$ cat src/rtl/serial_adder_pkg.sv
// rtl/serial_adder_pkg.sv - shared state encoding and sizing helper for serial_adder
// Contents:
//   state_e    control FSM states IDLE=2'b00, SHIFT=2'b01, DONE=2'b10
//   cnt_width  bit-counter width, max(1, clog2(w))
package serial_adder_pkg;

    typedef enum logic [1:0] {
        IDLE  = 2'b00,
        SHIFT = 2'b01,
        DONE  = 2'b10
    } state_e;

    // A one-bit adder still needs a one-bit counter; clog2(1) would give zero.
    function automatic int cnt_width(input int w);
        return (w > 1) ? $clog2(w) : 1;
    endfunction

endpackage

$ cat src/rtl/serial_adder_fa.sv
// rtl/serial_adder_fa.sv - one-bit full-adder slice built from two half-adder cells
// serial_adder_ha ports:
//   a, b   in   addend bits
//   s      out  a ^ b
//   c      out  a & b
// serial_adder_fa ports:
//   a, b   in   addend bits
//   cin    in   carry in
//   s      out  sum bit
//   cout   out  carry out
module serial_adder_ha (
    input  logic a,
    input  logic b,
    output logic s,
    output logic c
);
    assign s = a ^ b;
    assign c = a & b;
endmodule

module serial_adder_fa (
    input  logic a,
    input  logic b,
    input  logic cin,
    output logic s,
    output logic cout
);
    logic s0;
    logic c0;
    logic c1;

    serial_adder_ha u_ha0 (.a(a),  .b(b),   .s(s0), .c(c0));
    serial_adder_ha u_ha1 (.a(s0), .b(cin), .s(s),  .c(c1));

    // The two half-adder carries can never both be 1, so OR is exact.
    assign cout = c0 | c1;
endmodule

$ cat src/rtl/serial_adder.sv
// rtl/serial_adder.sv - bit-serial WIDTH-bit adder, LSB first, one bit per clock
// Ports:
//   clk    in   rising-edge clock
//   rst_n  in   asynchronous active-low reset
//   start  in   request, accepted in IDLE or DONE
//   a, b   in   WIDTH-bit operands, sampled at the accept edge
//   cin    in   carry-in, sampled at the accept edge
//   busy   out  high while shifting
//   done   out  one-cycle pulse, results valid
//   sum    out  registered WIDTH-bit result, held until the next completion
//   cout   out  registered carry-out of the MSB
//   ovf    out  registered signed overflow
module serial_adder
    import serial_adder_pkg::*;
#(
    parameter int WIDTH = 8
) (
    input  logic             clk,
    input  logic             rst_n,
    input  logic             start,
    input  logic [WIDTH-1:0] a,
    input  logic [WIDTH-1:0] b,
    input  logic             cin,
    output logic             busy,
    output logic             done,
    output logic [WIDTH-1:0] sum,
    output logic             cout,
    output logic             ovf
);

    localparam int            CW   = cnt_width(WIDTH);
    localparam logic [CW-1:0] LAST = CW'(WIDTH - 1);

    state_e           state_q, state_d;
    logic [WIDTH-1:0] a_sh_q,  a_sh_d;
    logic [WIDTH-1:0] b_sh_q,  b_sh_d;
    logic [WIDTH-1:0] s_sh_q,  s_sh_d;
    logic [WIDTH-1:0] sum_q,   sum_d;
    logic [CW-1:0]    count_q, count_d;
    logic             carry_q, carry_d;
    logic             cout_q,  cout_d;
    logic             ovf_q,   ovf_d;

    logic             fa_s;
    logic             fa_c;
    logic [WIDTH-1:0] s_shifted;

    serial_adder_fa u_fa (
        .a   (a_sh_q[0]),
        .b   (b_sh_q[0]),
        .cin (carry_q),
        .s   (fa_s),
        .cout(fa_c)
    );

    // New sum bit enters at the MSB; after WIDTH shifts bit 0 sits at the LSB.
    generate
        if (WIDTH == 1) begin : g_s_one
            assign s_shifted = fa_s;
        end else begin : g_s_many
            assign s_shifted = {fa_s, s_sh_q[WIDTH-1:1]};
        end
    endgenerate

    always_comb begin
        state_d = state_q;
        a_sh_d  = a_sh_q;
        b_sh_d  = b_sh_q;
        s_sh_d  = s_sh_q;
        sum_d   = sum_q;
        count_d = count_q;
        carry_d = carry_q;
        cout_d  = cout_q;
        ovf_d   = ovf_q;

        case (state_q)
            IDLE, DONE: begin
                if (start) begin
                    a_sh_d  = a;
                    b_sh_d  = b;
                    carry_d = cin;
                    count_d = '0;
                    state_d = SHIFT;
                end else if (state_q == DONE) begin
                    state_d = IDLE;
                end
            end
            SHIFT: begin
                a_sh_d  = a_sh_q >> 1;
                b_sh_d  = b_sh_q >> 1;
                s_sh_d  = s_shifted;
                carry_d = fa_c;
                count_d = count_q + CW'(1);
                if (count_q == LAST) begin
                    sum_d   = s_shifted;
                    cout_d  = fa_c;
                    // carry_q is the carry into the MSB on this last edge.
                    ovf_d   = carry_q ^ fa_c;
                    state_d = DONE;
                end
            end
            default: state_d = IDLE;
        endcase
    end

    always_ff @(posedge clk or negedge rst_n) begin
        if (!rst_n) begin
            state_q <= IDLE;
            a_sh_q  <= '0;
            b_sh_q  <= '0;
            s_sh_q  <= '0;
            sum_q   <= '0;
            count_q <= '0;
            carry_q <= 1'b0;
            cout_q  <= 1'b0;
            ovf_q   <= 1'b0;
        end else begin
            state_q <= state_d;
            a_sh_q  <= a_sh_d;
            b_sh_q  <= b_sh_d;
            s_sh_q  <= s_sh_d;
            sum_q   <= sum_d;
            count_q <= count_d;
            carry_q <= carry_d;
            cout_q  <= cout_d;
            ovf_q   <= ovf_d;
        end
    end

    // Each status bit is a single state flop, so neither can glitch.
    assign busy = state_q[0];
    assign done = state_q[1];
    assign sum  = sum_q;
    assign cout = cout_q;
    assign ovf  = ovf_q;

endmodule

$ cat config.mk
export PLATFORM = sky130hd
export DESIGN_NAME = serial_adder
export DESIGN_NICKNAME = d
export VERILOG_FILES = /design/src/rtl/serial_adder_pkg.sv /design/src/rtl/serial_adder_fa.sv /design/src/rtl/serial_adder.sv
export SDC_FILE = /design/constraint.sdc
export NUM_CORES = 1
export LEC_CHECK = 0
export CORE_ASPECT_RATIO = 1.1
export CORE_MARGIN = 8
export CORE_UTILIZATION = 52
export CTS_CLUSTER_DIAMETER = 150
export DETAILED_ROUTE_END_ITERATION = 8
export HOLD_SLACK_MARGIN = 0.12
export PLACE_DENSITY_LB_ADDON = 0.1
export SETUP_SLACK_MARGIN = 0.1
export SYNTH_ARGS = -nofsm -noshare
export SYNTH_HDL_FRONTEND = slang
export SYNTH_SLANG_ARGS = --single-unit
export TNS_END_PERCENT = 30
$ cat constraint.sdc
create_clock -name clk -period 1.86 [get_ports clk]
set_clock_uncertainty 0.2 [all_clocks]
set_input_delay 0.372 -clock clk [delete_from_list [all_inputs] [get_ports clk]]
set_output_delay 0.372 -clock clk [all_outputs]
set_load 0.03 [all_outputs]
; ---- Word-level counts from Yosys, hierarchy flattened
; Cells that the tools add are included.
[totals]
in_bits = 20
output_inout_bits = 12
word_cells = 40
ff_bits = 40
[op_classes]
add_sub_neg = 1
muxes = 12
n_eq_ne = 6
reduce_logical = 6
bitwise = 6
[op_table]
columns = cell, count
row1 = 8-bit case mux with 2 select lines, 2
row2 = 8-bit two-way mux, 2
row3 = 2-bit two-way mux, 3
row4 = 3-bit case mux with 2 select lines, 1
row5 = 2-bit AND reduction, 3
row6 = "2-bit != test, second input constant", 2
row7 = 2-bit case mux with 2 select lines, 1
row8 = "3-bit by 1-bit adder with 3-bit output, second input constant", 1
row9 = "3-bit == test, second input constant", 1
row10 = 3-bit two-way mux, 1
row11 = "3-bit != test, second input constant", 1
row12 = 1-bit XOR, 3
row13 = 1-bit bitwise AND, 2
row14 = "2-bit by 1-bit == test with 1-bit output, second input constant", 1
row15 = "2-bit == test, second input constant", 1
row16 = 2-bit zero test, 1
row17 = 1-bit case mux with 2 select lines, 1
row18 = 2-bit nonzero test, 1
row19 = 2-bit OR reduction, 1
row20 = 1-bit two-way mux, 1
row21 = 1-bit OR, 1

; ---- Depth between registers and ports, before layout
[logic_depth]
word_depth = 4
ltp_mapped = 6
mapped_depth_nobuf = 5

; ---- Hierarchy
; Synthesis repeated with hierarchy kept, for this count alone.
[hier_totals]
hier_cells = 135
hier_area_um2 = 1946.9
[by_module_without_submodules]
columns = module, area_each_um2, cells_each, n_inst, seq_area_each_um2
row1 = serial_adder, 1915.6, 132, 1, 975.9
row2 = serial_adder_ha, 12.5, 1, 2, 0.0
row3 = serial_adder_fa, 6.3, 1, 1, 0.0

; ---- Worst setup path after synthesis
; Ideal clock, no wire load.
[synth_timing]
path_kind = register to register
startpoint = register count_q[0]
endpoint = register cout_q, in the netlist cout
period_less_slack_ps = 1642
t_required_ps = 1535
n_path_buf = 1
arrival_time_ps = 1317
setup_time_ps = 125
path_stages_with_launch = 6
path_slack_ps = 218
cell_sequence = dfrtp_1 ha_1 ha_1 nand3b_4 buf_6 mux2_4
[synth_via]
elab_chain_len = 2
[synth_rtl]
columns = item, line_no
row1 = start: declaration, serial_adder.sv:39  ; logic [CW-1:0] count_q, count_d;
row2 = start signal: assignment, serial_adder.sv:123  ; count_q <= count_d;
row3 = 3-bit == test, serial_adder.sv:94  ; if (count_q == LAST) begin
row4 = 2-bit AND reduction (no line), -
row5 = end signal: assignment, serial_adder.sv:125  ; cout_q <= cout_d;
row6 = end: declaration, serial_adder.sv:41  ; logic cout_q, cout_d;
; No other way between the ends.
; A chain may end at the register's enable or synchronous reset.

; ---- Worst setup path in the final report
[layout_timing]
startpoint = register state_q[0]
endpoint = output port busy
[layout_rtl]
columns = item, line_no
row1 = start: declaration, serial_adder.sv:34  ; state_e state_q, state_d;
row2 = start signal: assignment, serial_adder.sv:118  ; state_q <= state_d;
row3 = end: declaration, serial_adder.sv:24  ; output logic busy,
; No word-level cell between the ends.

==> summary.txt <==
Setup path
  • WP data required: 1.29 ns
  • Crit path DAT: 1.14 ns
  • Crit end category: primary output
  • Worst Setup Path Type: reg2out
  • Worst-path fanout max: 13
  • FF-to-FF Start: count_q[0]$_DFFE_PN0P_
  • CP startpoint: state_q[0]$_DFFE_PN0P_
  • Startpoint Class: flip-flop

Power
  • Pwr dens: 1710 nW/um^2
  • Part of the power in the clock network: 20.9%
  • Net Switching: 1370 uW
  • Max IR drop VDD: 826 uV
  • Int Pwr: 2640 uW
  • Sequential power share: 38.4%
  • Sw Share: 34.2%
  • Cell leakage power: 0.00105 uW
  • Combinational Power Share: 40.7%

STA
  • Slew HR: 68.0%
  • RSZ-0062 raised after global routing: true
  • Minimum clock period: 1.71 ns
  • WHS: 0.282 ns
  • Fin crit share: 91.9%
  • Final setup margin: 0.151 ns
  • Final Max Slew Viols: 0
  • # setup viols final: 0
  • Fin. Hold Viols: 0
  • Tightest Pin Transition: 0.480 ns
  • Peak Freq: 585 MHz
  • Post-Route Setup TNS: 0 ns

Synth
  • Largest family of logic cells by synthesized area: multiplexers
  • Compound-Gate Fraction of Synth Area: 13.2%
  • Cell Area, Synth: 1860 um^2
  • Post-Syn Instances: 144
  • Synth Area per Inst: 12.9 um^2
  • Xor-xnor portion of the synthesized cell area: 0.471%
  • Syn_nets: 167
  • Mux share of post-synthesis cell area: 18.8%
  • Register area share after synthesis: 52.5%
  • FF+latch count, synth: 39
  • Post-synth cell types: 24
  • Adder-Cell Fraction of Synth Area: 2.42%
  • Syn. warnings: 0
  • Post-Synth Simple-Gate Area: 7.13%

Detailed routing
  • DR vias: 1208
  • DR top layer: met4
  • Metal2 WL: 1520 um
  • DR WL met3: 202 um
  • Residual DRC: 0
  • Drt wl/cell: 14.5 um
  • Vias per cell: 5.16
  • Initial DRC count: 42
  • DRT Pass-1 Iters: 4
  • Antenna viol nets, final: 0
  • Met1 Wirelength: 1590 um
  • Final WL: 3390 um

Global routing
  • Total gr overflow: 0
  • First-pass GRT wire length: 5780 um
  • Largest net degree at the start of global routing: 40
  • Vias in the first global route: 1273
  • Initial antenna violation count: 0
  • Gr usage total: 13.0%

Clock tree
  • CTS sink count: 39
  • Clk slew on worst S/H paths: 0.08 ns
  • CTS tree: built
  • Worst-Skew Late Latency: 0.29 ns
  • CTS Buffer Depth: 2
  • Max H-tree Level: 2
  • CTS Root Buffer Type: clkbuf_8
  • CTS buffer count: 5

Place
  • DP Wirelength: 2360 um
  • Pre-CTS setup slack: 0.00534 ns
  • Number of port buffers: 31
  • Routability cong.: 0.736
  • Dpl cells: 223

Floorplan
  • # rows: 23
  • Die Ht: 78.7 um
  • Die area: 5750 um^2
  • Starting Density: 52.6%
  • IO Count: 32
  • Die width: 73.0 um
  • Core ar.: 3540 um^2

Run status
  • Status: completed

Cells and area
  • Area of the multi-input gates: 782 um^2
  • Antenna cells: 0
  • Final Util: 66.2%
  • # fillers: 307
  • Post-layout nets: 206
  • Area Growth Syn to Fin: 25.9%
  • Fin cells: 234
  • Storage element area: 977 um^2
  • Layout cell share with drive strength beyond 1: 22.8%

Run
  • Max-cap violations: 0

Min path
  • HP Class: reg2reg
  • Hold Crit Start: ovf$_DFFE_PN0P_
[cell type report]
| type | instances | share of cell area (%) |
|---|---|---|
| sequential | 39 | 41.7 |
| multi-input combinational | 90 | 33.4 |
| timing repair buffer | 41 | 15.6 |
| clock buffer | 6 | 3.10 |
| tap | 50 | 2.67 |
| clock inverter | 2 | 2.56 |
| inverter | 6 | 0.962 |
[power groups by stage]
stage | registers [uW] | logic, uW | clock network, uW
6_report | 1540 | 1630 | 837
3_5_place_dp | 1560 | 1720 | 0
2_1_floorplan | 1730 | 1070 | 0
5_1_grt | 1610 | 1810 | 893
4_1_cts | 1550 | 1650 | 860
3_3_place_gp | 1550 | 1670 | 0
[worst paths after layout]
| check | end | slack [ns] | cells after the start |
|---|---|---|---|
| setup / recovery | busy | 0.15 | 2 |
| hold / removal | ovf$_DFFE_PN0P_ | 0.28 | 2 |
| setup reg to reg | sum[0]$_DFFE_PN0P_ | 0.17 | 4 |
| hold reg to reg | ovf$_DFFE_PN0P_ | 0.28 | 2 |
| max in group asynchronous | state_q[0]$_DFFE_PN0P_ | 0.64 | 3 |
| min in group asynchronous | s_sh_q[2]$_DFFE_PN0P_ | 0.46 | 3 |
[synth_stat cells]
| cell type | n | area, um^2 |
|---|---|---|
| nand2b_4 | 2 | 27.5 |
| nand2_1 | 1 | 3.75 |
| o22ai_1 | 4 | 25.0 |
| a211oi_1 | 11 | 82.6 |
| nor2_1 | 2 | 7.51 |
| ha_1 | 2 | 25.0 |
| nor2b_1 | 11 | 68.8 |
| mux2_4 | 7 | 105 |
| nand3b_4 | 1 | 20.0 |
| fa_1 | 1 | 20.0 |
| buf_6 | 4 | 45.0 |
| buf_4 | 4 | 30.0 |
| o21ai_0 | 3 | 15.0 |
| a21oi_1 | 15 | 75.1 |
| buf_2 | 1 | 5.00 |
| xnor2_1 | 1 | 8.76 |
| mux2i_1 | 12 | 120 |
| dfrtp_1 | 39 | 976 |
| a21o_4 | 1 | 15.0 |
| inv_1 | 6 | 22.5 |
| a22o_1 | 3 | 26.3 |
| mux2_2 | 11 | 124 |
| nand3_1 | 1 | 5.00 |
| a21o_1 | 1 | 7.51 |
[logic make-up after synthesis]
group | after synthesis
flip-flops | 39
AO/OA/AOI/OAI | 38
multiplexers | 30
AND/OR/NAND/NOR | 18
buffers and inverters | 15
adder cells (fa/ha/maj) | 3
XOR/XNOR | 1
[critical path, stage by stage (launching register included)]
cell and delay (ns):
dfrtp_2 0.46, buf_4 0.21, buf_4 0.18
[layer usage]
layer	vias to the layer above	global-route usage [%]
li1	591	-
met1	579	15.6
met2	31	20.0
met3	7	4.53
met4	0	7.21
met5	-	0
[state kept, by name (all words and copies together) (netlist names)]
name,flops
s_sh_q,7
cout,1
ovf,1
count_q,3
sum,8
b_sh_q,8
state_q,2
a_sh_q,8
carry_q,1
[what timing repair did]
| item | 4_1_cts | 5_1_grt |
|---|---|---|
| gates resized for setup | 11 | 0 |
| setup buffers | 0 | 2 |
| pin swaps | 0 | 0 |
| hold endpoints to repair | 39 | 0 |
| endpoints found under the setup margin | 11 | 3 |
| hold buffers | 1 | 0 |
[stage by stage]
stage,cell area (um^2),total power (uW)
2_1_floorplan,1860,2800
3_3_place_gp,2200,3220
3_5_place_dp,2200,3280
4_1_cts,2330,4060
5_1_grt,2340,4310
6_report,2340,4010
[cells in the final DEF, fill, tap and decap left out, drive strengths merged, types with 6 or more instances in the layout]
cell type      instances
a211oi                11
inv                    6
clkdlybuf4s50         18
clkbuf                 6
dfrtp                 39
a21oi                 15
mux2                  18
buf                   12
mux2i                 12
nor2b                 11
dlygate4sd2           10
Note: power is estimated with default switching activity, not from simulation.
